File: config.mk
export PLATFORM = sky130hd
export DESIGN_NAME = wb_stage
export DESIGN_NICKNAME = d
export VERILOG_FILES = /design/src/rtl/cpu_defs_pkg.sv /design/src/rtl/ld_extend.sv /design/src/rtl/wb_stage.sv
export SDC_FILE = /design/constraint.sdc
export NUM_CORES = 1
export LEC_CHECK = 0
export ABC_AREA = 1
export ABC_CLOCK_PERIOD_IN_PS = 3800
export CAP_MARGIN = 0
export CORE_UTILIZATION = 30
export CTS_CLUSTER_SIZE = 16
export DETAILED_ROUTE_END_ITERATION = 8
export PLACE_DENSITY_LB_ADDON = 0.2
export SYNTH_ARGS = -nofsm -noshare
export SYNTH_HDL_FRONTEND = slang
export SYNTH_HIERARCHICAL = 1
export SYNTH_SLANG_ARGS = --single-unit
File: constraint.sdc
create_clock -name clk -period 3.8 [get_ports clk]
set_input_delay 0.57 -clock clk [delete_from_list [all_inputs] [get_ports clk]]
set_output_delay 0.57 -clock clk [all_outputs]
set_load 0.005 [all_outputs]
File: src/rtl/cpu_defs_pkg.sv
// Shared CPU definitions: datapath widths and load-type encodings.
package cpu_defs_pkg;

  localparam int XLEN   = 32;
  localparam int REG_AW = 5;

  // Load-type encodings carried on ld_op; anything else behaves as LD_W.
  localparam logic [2:0] LD_W  = 3'd0;
  localparam logic [2:0] LD_B  = 3'd1;
  localparam logic [2:0] LD_BU = 3'd2;
  localparam logic [2:0] LD_H  = 3'd3;
  localparam logic [2:0] LD_HU = 3'd4;

endpackage

File: src/rtl/ld_extend.sv
// Load data extraction: selects byte/halfword by address offset and extends it.
module ld_extend
  import cpu_defs_pkg::*;
(
  input  logic [2:0]      ld_op,
  input  logic [1:0]      off,
  input  logic [XLEN-1:0] rdata,
  output logic [XLEN-1:0] ext
);

  logic [7:0]  byte_s;
  logic [15:0] half_s;

  // Lane selection; halfword offset uses only off[1] since alignment is guaranteed.
  always_comb begin
    byte_s = rdata[{off, 3'b000} +: 8];
    half_s = rdata[{off[1], 4'b0000} +: 16];
  end

  // Extension by load type; reserved encodings fall back to a full word.
  always_comb begin
    ext = rdata;
    case (ld_op)
      LD_W:    ext = rdata;
      LD_B:    ext = {{24{byte_s[7]}}, byte_s};
      LD_BU:   ext = {24'h00_0000, byte_s};
      LD_H:    ext = {{16{half_s[15]}}, half_s};
      LD_HU:   ext = {16'h0000, half_s};
      default: ext = rdata;
    endcase
  end

endmodule

File: src/rtl/wb_stage.sv
// Write-back stage: one-entry pipeline register feeding the register file,
// decode bypass, trace port and retired-instruction counter.
module wb_stage
  import cpu_defs_pkg::*;
#(
  parameter logic [31:0] RESET_PC = 32'h0000_0000
) (
  input  logic              clk,
  input  logic              reset,
  input  logic              ms_to_ws_valid,
  output logic              ws_allowin,
  input  logic [XLEN-1:0]   ms_pc,
  input  logic              ms_gr_we,
  input  logic [REG_AW-1:0] ms_dest,
  input  logic [XLEN-1:0]   ms_result,
  input  logic              ms_res_from_mem,
  input  logic [2:0]        ms_ld_op,
  input  logic [XLEN-1:0]   ms_rdata,
  output logic              rf_we,
  output logic [REG_AW-1:0] rf_waddr,
  output logic [XLEN-1:0]   rf_wdata,
  output logic              ws_fwd_valid,
  output logic [REG_AW-1:0] ws_fwd_dest,
  output logic [XLEN-1:0]   ws_fwd_data,
  output logic [31:0]       debug_wb_pc,
  output logic [3:0]        debug_wb_rf_we,
  output logic [REG_AW-1:0] debug_wb_rf_wnum,
  output logic [XLEN-1:0]   debug_wb_rf_wdata,
  output logic [63:0]       instret
);

  // Held instruction state.
  logic              ws_valid_q,     ws_valid_d;
  logic [XLEN-1:0]   pc_q,           pc_d;
  logic              gr_we_q,        gr_we_d;
  logic [REG_AW-1:0] dest_q,         dest_d;
  logic [XLEN-1:0]   result_q,       result_d;
  logic              res_from_mem_q, res_from_mem_d;
  logic [2:0]        ld_op_q,        ld_op_d;
  logic [XLEN-1:0]   rdata_q,        rdata_d;
  logic [63:0]       instret_q,      instret_d;

  logic              ws_ready_go_s;
  logic              accept_s;
  logic [XLEN-1:0]   ld_ext_s;
  logic [XLEN-1:0]   final_result_s;
  logic              rf_we_s;

  // WB never stalls today; a future stall source only needs to drive this.
  assign ws_ready_go_s = 1'b1;
  assign ws_allowin    = !ws_valid_q || ws_ready_go_s;
  assign accept_s      = ms_to_ws_valid && ws_allowin;

  // Next-state: latch on accept, drain to empty when nothing is presented.
  always_comb begin
    ws_valid_d     = ws_valid_q;
    pc_d           = pc_q;
    gr_we_d        = gr_we_q;
    dest_d         = dest_q;
    result_d       = result_q;
    res_from_mem_d = res_from_mem_q;
    ld_op_d        = ld_op_q;
    rdata_d        = rdata_q;
    if (accept_s) begin
      ws_valid_d     = 1'b1;
      pc_d           = ms_pc;
      gr_we_d        = ms_gr_we;
      dest_d         = ms_dest;
      result_d       = ms_result;
      res_from_mem_d = ms_res_from_mem;
      ld_op_d        = ms_ld_op;
      rdata_d        = ms_rdata;
    end else if (ws_allowin) begin
      ws_valid_d = 1'b0;
    end else begin
      ws_valid_d = ws_valid_q;
    end
  end

  // Retired-instruction counter: counts every cycle an instruction is held.
  always_comb begin
    if (ws_valid_q) begin
      instret_d = instret_q + 64'd1;
    end else begin
      instret_d = instret_q;
    end
  end

  // Pipeline register with synchronous reset taking priority over accept.
  always_ff @(posedge clk) begin
    if (reset) begin
      ws_valid_q     <= 1'b0;
      pc_q           <= RESET_PC;
      gr_we_q        <= 1'b0;
      dest_q         <= {REG_AW{1'b0}};
      result_q       <= {XLEN{1'b0}};
      res_from_mem_q <= 1'b0;
      ld_op_q        <= 3'd0;
      rdata_q        <= {XLEN{1'b0}};
      instret_q      <= 64'd0;
    end else begin
      ws_valid_q     <= ws_valid_d;
      pc_q           <= pc_d;
      gr_we_q        <= gr_we_d;
      dest_q         <= dest_d;
      result_q       <= result_d;
      res_from_mem_q <= res_from_mem_d;
      ld_op_q        <= ld_op_d;
      rdata_q        <= rdata_d;
      instret_q      <= instret_d;
    end
  end

  ld_extend u_ld_extend (
    .ld_op (ld_op_q),
    .off   (result_q[1:0]),
    .rdata (rdata_q),
    .ext   (ld_ext_s)
  );

  // Result selection and all outward views, driven from WB registers only.
  always_comb begin
    if (res_from_mem_q) begin
      final_result_s = ld_ext_s;
    end else begin
      final_result_s = result_q;
    end
    rf_we_s = ws_valid_q && gr_we_q;
  end

  assign rf_we             = rf_we_s;
  assign rf_waddr          = dest_q;
  assign rf_wdata          = final_result_s;
  // x0 writes reach the register file but are never worth bypassing.
  assign ws_fwd_valid      = rf_we_s && (dest_q != {REG_AW{1'b0}});
  assign ws_fwd_dest       = dest_q;
  assign ws_fwd_data       = final_result_s;
  assign debug_wb_pc       = ws_valid_q ? pc_q : RESET_PC;
  assign debug_wb_rf_we    = {4{rf_we_s}};
  assign debug_wb_rf_wnum  = dest_q;
  assign debug_wb_rf_wdata = final_result_s;
  assign instret           = instret_q;

endmodule

# [After elaboration in Yosys (flattened, before gate mapping)]
# Index checks and enable logic that the tools add are counted.
[op_classes] reduce_logical=3 n_mux=4 add_sub_neg=1 n_eq_ne=4 magnitude_cmp=0 div_mod_pow=0 shift=2 n_mul=0 bitwise_logic=0
[ops] op="one-hot mux 32 bit (4 select lines)" count=1
[ops] op="adder 64 x 1 -> 64 bit, second input constant" count=1
[ops] op="2-to-1 mux 32 bit" count=2
[ops] op="indexed part select 32 x 6 -> 16 bit" count=1
[ops] op="indexed part select 32 x 6 -> 8 bit" count=1
[ops] op="equality test 3 x 2 -> 1 bit, second input constant" count=2
[ops] op="nonzero test 5 bit" count=1
[ops] op="equality test 3 x 1 -> 1 bit, second input constant" count=1
[ops] op="equality test 3 bit, second input constant" count=1
[ops] op="logical AND 1 bit" count=2
[ops] op="2-to-1 mux 1 bit" count=1
[word_totals] latchBits=0 inputBits=109 output_inout_bits=214 ff_bits=171 mem_count=0 mem_bits_ro=0 mem_bits_rw=0

# [Logic depth before layout (Yosys ltp)]
# Gate-level depths: netlist of the first run.
[logic_depth] word_depth=3 depth_mapped=11 ltp_nobuf=10

# [Cells and area by module]
# Netlist of the first run, hierarchy kept.
[modules_own_cells] mod="wb_stage" cells_per_inst=1331 seq_area_each_um2=3423.3 area_per_inst_um2=8763.4 n_inst=1
[modules_own_cells] mod="ld_extend" cells_per_inst=232 seq_area_each_um2=0.0 area_per_inst_um2=1061.0 n_inst=1

# [Least setup slack after synthesis of the first run]
# No wires, ideal clock.
[synth_timing] path_type="reg-to-output" startpoint="reg ld_op_q[0]" endpoint="out rf_wdata[16]" path_stages_with_launch=11 required_time_ns=3.230 n_path_buf=2 path_slack_ns=1.846 t_arrival_ns=1.384 cell_sequence="dfxtp_1 -> inv_1 -> nand3_1 -> nand2_4 -> nor2_8 -> buf_6 -> nand2_1 -> nand3_1 -> nand2_1 -> o21ai_0 -> buf_4"
[synth_via] elab_chain_len=3 elab_cells_between_ends=6 classes_between="4 x eq/ne; 2 x mux"
[synth_rtl] element="start, declared" line="wb_stage.sv:39" source="logic [2:0] ld_op_q, ld_op_d;"
[synth_rtl] element="start signal, assigned" line="wb_stage.sv:108" source="ld_op_q <= ld_op_d;"
[synth_rtl] element="equality test 3 bit, or another cell as far along" line="ld_extend.sv:23" source="case (ld_op)"
[synth_rtl] element="one-hot mux 32 bit (4 select lines) (*)" line="ld_extend.sv:23"
[synth_rtl] element="via ld_ext_s[16]" line="wb_stage.sv:45" source="logic [XLEN-1:0] ld_ext_s;"
[synth_rtl] element="2-to-1 mux 32 bit (*)" line="wb_stage.sv:123" source="if (res_from_mem_q) begin"
[synth_rtl] element="end, declared" line="wb_stage.sv:21" source="output logic [XLEN-1:0] rf_wdata,"
# The timed path passes the listed nets; every way through them passes the cells marked *.

# [Worst setup path in the final report of the first run]
[layout_timing] startpoint="reg result_q[1]" endpoint="out rf_wdata[31]"
[layout_via] elab_chain_len=3 elab_cells_between_ends=4 classes_between="2 x shift; 2 x mux"
[layout_rtl] element="start, declared" line="wb_stage.sv:37" source="logic [XLEN-1:0] result_q, result_d;"
[layout_rtl] element="start signal, assigned" line="wb_stage.sv:96" source="result_q <= {XLEN{1'b0}};"
[layout_rtl] element="start signal, assigned" line="wb_stage.sv:106" source="result_q <= result_d;"
[layout_rtl] element="indexed part select 32 x 6 -> 16 bit or indexed part select 32 x 6 -> 8 bit (tied branches)" line="ld_extend.sv:17, ld_extend.sv:16"
[layout_rtl] element="one-hot mux 32 bit (4 select lines) (*)" line="ld_extend.sv:23"
[layout_rtl] element="via ld_ext_s[31]" line="wb_stage.sv:45"
[layout_rtl] element="2-to-1 mux 32 bit (*)" line="wb_stage.sv:123"
# Marked as above.

==> results of run 1 <==
[synth_stat cells (4+ instances only)]
master    number  area (um^2)
buf_2         13        65.06
nand2_1      351         1318
nand3_1      105        525.5
nor2_1       295         1107
nor2_2        15        93.84
buf_4         83        623.1
inv_2          5        18.77
dfxtp_1      171         3423
a21oi_1       59        295.3
nand4_1       14        87.58
xor2_1         6        52.55
buf_1          4        15.01
inv_1        165        619.3
nor2_4        16        180.2
o21a_1         4        30.03
nor3_1        15        75.07
o21ai_0      161        805.8
clkbuf_1      42        157.7
nand2_2       13        81.33
[worst paths after layout]
check / endpoint / slack (ps) / from
max reg2reg: instret[22] / 1490 / ws_valid_q
min: result_q[27] / 450 / result_q[27]
min reg2reg: result_q[27] / 450 / result_q[27]
max: rf_wdata[31] / 350 / result_q[1]
[registers in the layout, indices dropped and copies added, names as in the netlist]
| name | flops |
|---|---|
| debug_wb_rf_wnum | 5 |
| gr_we_q | 1 |
| instret | 64 |
| ld_op_q | 3 |
| pc_q | 32 |
| rdata_q | 32 |
| res_from_mem_q | 1 |
| result_q | 32 |
| ws_valid_q | 1 |
[final cells by class]
class,instances,area (um^2)
clock buffers,19,442.9
clock inverters,13,115.1
fillers,3413,18540
inverters,170,643.1
multi-input cells,1076,4863
flip-flops and latches,171,3426
well taps,435,544.3
repair buffers,331,3308
[metal layers]
| layer | wire, um | vias to the layer above | GRT usage (%) |
|---|---|---|---|
| met5 | 13 | - | 0 |
| met4 | 473 | 2 | 5.267 |
| met3 | 2602 | 32 | 5.699 |
| met2 | 15090 | 354 | 31.97 |
| met1 | 15850 | 4703 | 27.22 |
| li1 | - | 5224 | - |
[power by group]
part	total (uW)	internal [uW]	switching [uW]	leakage, uW
Clock	1690	870	819	0.000261
Sequential	1950	1870	73.9	0.00141
Combinational	789	418	371	0.00361
Total	4420	3160	1260	0.00528
[stage by stage]
step                power, uW  setup slack (ps)
floorplan                2409              1846
global placement         2773             884.1
detailed placement       2778             833.5
CTS                      4486             346.7
global route             4647             120.7
finish                   4424             347.7
[kinds of logic after synthesis]
family,Yosys count,synth area share (%)
xor+xnor,9,0.8024
other cells,1,0.03817
compound gates,228,11.79
buf+inv,316,15.65
flops,171,34.84
fa+ha+maj,1,0.1273
simple gates,837,36.74
[worst register-to-register path, cell delays in order (launching register included)]
cell	delay (ps)
dfxtp_2	740
buf_4	390
nand2_1	140
nor2_2	190
nand2_1	100
nor2_2	280
nand3b_1	160
xor2_1	150
nor2_1	50
==> flow_summary_export.csv, run 1 <==
group,metric,value,unit
global_routing,grt_max_degree,81,
hold_path,hold_path_class,"reg -> reg",
routing,dr.first_iter.drc_count,708,
timing,finalSetupTns,0,ps
worst_setup_path,crit_fanout,16,
cts,cts_hold_buf,0,
die,die_area,33480,um^2
pwr,peakVddDrop,0.2781,mV
placement,io_buffers,321,
global_routing,antenna_found_initial,1,
finish,layout-drive-gt1-share,5.787,%
cts,cts_made_buffers,17,
worst_setup_path,crit_required,3230,ps
global_routing,grt_pass1_wl,53.01,mm
die,num_rows,65,
finish,final_nets,1877,
synth,synth_cell_type_count,36,
global_routing,grt_pass1_vias,9595,
global_routing,track_usage,20.33,%
cts,clock-sinks,171,
worst_setup_path,slowest_stage,"clkdlybuf4s50_1",
placement,dp_hpwl,25.42,mm
timing,max_slew.worst_pin.slew,858.7,ps
synth,synth_area,9824,um^2
timing,post-route-period-util,90.85,%
timing,worst_hold_slack,449.3,ps
placement,dp.cells,2183,
timing,fmax,0.2897,GHz
finish,area_delta_synth_final,35.81,%
placement,place_area,12780,um^2
cts,cts_buffer_depth,2,
synth,synthFlopType,"dfxtp_1",
routing,drt_pass1_iterations,5,
placement,place_congestion,0.8978,
cts,clkTransAtPathRegs,70,ps
timing,min_period,3452,ps
routing,drt-total-wl,34.03,mm
cts,tritoncts,"done",
synth,seq_area_frac_synth,34.84,%
routing,drt-wirelength-per-cell,15.36,um
routing,drc,0,
hold_path,hold_depth,2,
worst_setup_path,cp.depth,8,
finish,layout_commonest_cell,"nand2_1",
pwr,power_density,331.6,nW/um^2
synth,async_flop_share,0,%
synth,synth_fp_nets,1673,
worst_setup_path,crit_family,"simple AND/OR/NAND/NOR gates",
synth,synth_edf_count,0,
die,coreArea,31880,um^2
finish,finalCoreUtilization,41.85,%
timing,maxSlewViolCount,0,
routing,viasPerCell,4.657,
worst_setup_path,crit_path_frequent_cell,"nand2_1",
worst_setup_path,start_kind,"flip-flop",
cts,htreeDepth,4,
die,ios,323,
die,fp.dieH,183.0,um
worst_setup_path,rr_worst_depth,8,
finish,final_cell_mix,"nand2_1 (351), clkdlybuf4s50_1 (320), nor2_1 (295)",
worst_setup_path,end_kind,"output pin",
worst_setup_path,crit_arrival,2880,ps
timing,clock_skew,13.59,ps
timing,hold_viol,0,
worst_setup_path,worst-path-buf-inv,2,
timing,finalSetupViolCount,0,
synth,synth_warnings,6,
synth,synth_cells,1563,
die,die_w,183.0,um
timing,max_slew_margin,42.75,%
die,start_util,30.82,%
pwr,leakage,0.005277,uW
run,drv_cap,0,
cts,post_cts_resized,0,
synth,syn_area_per_cell,6.286,um^2
cts,cts_root_buf,"clkbuf_16",
global_routing,gr-total-overflow,0,
finish,fin_cells,2215,
routing,drt.antenna.violating_nets,0,
worst_setup_path,crit_path_cell_trace,"inv_2 -> nand2_1 -> nand2_1 -> nand4_2 -> nand3_1 -> nand2_1 -> o21ai_0 -> clkdlybuf4s50_1",
outcome,outcome,"complete, no violations",
cts,worstSkewPairLatency,440,ps
routing,num_vias,10320,
synth,yosys_register_bits,171,
cts,cts_setup_buffers,0,
finish,antenna_cells,0,
worst_setup_path,max_stage_delay,570,ps
timing,rsz0062_at_grt,"no",
finish,design_area,13340,um^2
worst_setup_path,path_class,"reg -> out",
Power figures use the tool's default switching activity.
==> inputs of run 2 (changes only) <==
- CELL_PAD_IN_SITES_DETAIL_PLACEMENT: default -> 1
- CELL_PAD_IN_SITES_GLOBAL_PLACEMENT: default -> 1
- SYNTH_HIERARCHICAL: 1 -> default
==> flow_summary_export.csv, run 2 <==
group,metric,value,unit
outcome,outcome,"complete, no violations",
routing,drt.antenna.violating_nets,0,
timing,rsz0062_at_grt,"no",
hold_path,min-delay-start,"result_q[5]",
finish,layout-drive-gt1-share,6.563,%
synth,synth_top_family_by_area,"simple AND/OR/NAND/NOR gates",
synth,synthFlopType,"dfxtp_1",
timing,finalSetupTns,0,ps
worst_setup_path,crit_required,3230,ps
global_routing,antenna_found_initial,3,
run,drv_cap,0,
synth,synth_cells,1510,
global_routing,grt_pass1_wl,56.21,mm
synth,synth_fp_nets,1620,
finish,finalCoreUtilization,42.23,%
synth,synth_top_area_share,36.01,%
routing,drc,0,
synth,synth_top_area_cell,"dfxtp_1",
worst_setup_path,cp-startpoint,"result_q[1]",
worst_setup_path,end_kind,"output pin",
synth,synth_compound_area_share,12.11,%
worst_setup_path,path_class,"reg -> out",
cts,tritoncts,"done",
placement,dp_hpwl,27.16,mm
synth,synth_area,9505,um^2
global_routing,grt_pass1_vias,10360,
placement,io_buffers,321,
timing,clock_skew,22.40,ps
pwr,leakage,0.005068,uW
synth,synth_xor_area_share,0.3686,%
synth,yosys_register_bits,171,
synth,synthMostInstantiatedCell,"nor2_1",
die,coreArea,30910,um^2
synth,synth_cell_type_count,40,
timing,max_slew.worst_pin.slew,867.6,ps
synth,async_flop_share,0,%
finish,layout_commonest_cell,"nor2_1",
global_routing,grt_max_degree,88,
synth,synth_fa_ha_area_share,0.1316,%
synth,synthMuxAreaShare,0.1053,%
global_routing,track_usage,21.85,%
finish,largest_reg_flops,64,
cts,cts_buffer_depth,2,
die,fp.dieH,180,um
cts,post_cts_resized,0,
cts,cts_hold_buf,0,
timing,hold_viol,0,
timing,finalSetupViolCount,0,
timing,worst_hold_slack,469.8,ps
placement,place_area,12480,um^2
synth,synth_warnings,0,
placement,place_congestion,0.8382,
finish,area_delta_synth_final,37.32,%
routing,drt-total-wl,35.64,mm
global_routing,gr-total-overflow,0,
die,ios,323,
synth,synthTopCellsByArea,"dfxtp_1 (36%), nor2_1 (17%), nand2_1 (11%)",
cts,clock-sinks,171,
die,start_util,30.75,%
finish,final_nets,1834,
cts,cts_made_buffers,17,
worst_setup_path,start_kind,"flip-flop",
placement,dpl_worst_slack,785.5,ps
pwr,power_density,343.9,nW/um^2
cts,htreeDepth,4,
finish,design_area,13050,um^2
die,die_w,180,um
die,num_rows,64,
timing,layout_setup_ws,344.1,ps
hold_path,hold_path_class,"reg -> reg",
synth,seq_area_frac_synth,36.01,%
timing,post-route-period-util,90.95,%
timing,min_period,3456,ps
pwr,peakVddDrop,0.2607,mV
synth,synth_edf_count,0,
worst_setup_path,crit_arrival,2890,ps
timing,maxSlewViolCount,0,
synth,syn_area_per_cell,6.295,um^2
cts,clkTransAtPathRegs,70,ps
cts,cts_root_buf,"clkbuf_16",
cts,worstSkewPairLatency,440,ps
routing,viasPerCell,4.742,
timing,fmax,0.2894,GHz
routing,num_vias,10130,
worst_setup_path,crit_fanout,19,
cts,cts_setup_buffers,0,
routing,drt_pass1_iterations,4,
worst_setup_path,r2r-start,"ws_valid_q",
synth,synthTopCellsByCount,"nor2_1 (418), nand2_1 (286), dfxtp_1 (171), o21ai_0 (138), inv_1 (119)",
routing,drt-wirelength-per-cell,16.69,um
timing,max_slew_margin,42.16,%
synth,yosys.area_share.simple,36.99,%
die,die_area,32400,um^2
finish,final_cell_mix,"nor2_1 (418), clkdlybuf4s50_1 (320), nand2_1 (286)",
routing,dr.first_iter.drc_count,406,
run 2: power by group:
group          switching [uW]  total [uW]  internal, uW
Combinational             368         808           440
Sequential               62.5        1930          1870
Clock                     856        1750           891
run 2: critical path, stage by stage, from the launching register on:
cell and delay [ps]:
dfxtp_1 450, buf_4 270, o21ai_0 310, nor2_1 100, a21oi_2 150, nand2_2 100
nand2_1 220, nor2_1 80, nor2_1 220, clkdlybuf4s50_1 550
run 2: path summary, 6_finish.rpt:
| check | to | slack (ps) | cells after the start |
|---|---|---|---|
| setup reg to reg | instret[62] | 1710 | 10 |
| hold / removal | result_q[5] | 470 | 2 |
| hold reg to reg | result_q[5] | 470 | 2 |
| setup / recovery | ws_fwd_data[10] | 340 | 9 |
run 2: layer usage:
layer	part of all wire, %	track usage (%)
met3	2.9	2.674
met2	50	39.83
met4	2.3	7.517
met5	0	0
met1	45	26.28
run 2: per-stage QoR:
step,cells,total power [uW]
6_report,2136,4489
5_1_grt,2136,4693
4_1_cts,2133,4541
2_1_floorplan,1510,2401
3_3_place_gp,2101,2776
3_5_place_dp,2101,2791
run 2: logic make-up after synthesis:
| kind of cell | Yosys count |
|---|---|
| simple gates | 836 |
| buf+inv | 271 |
| compound gates | 225 |
| flops | 171 |
| xor+xnor | 4 |
| fa+ha+maj | 1 |
| other cells | 1 |
| mux | 1 |
run 2: cell type report:
class | instances | area [um^2]
repair buffers | 334 | 3331
fillers | 4025 | 17860
multi-input cells | 1068 | 4728
inverters | 132 | 500.5
flip-flops and latches | 171 | 3425
diodes | 3 | 7.507
clock inverters | 13 | 122.6
well taps | 396 | 495.5
clock buffers | 19 | 442.9
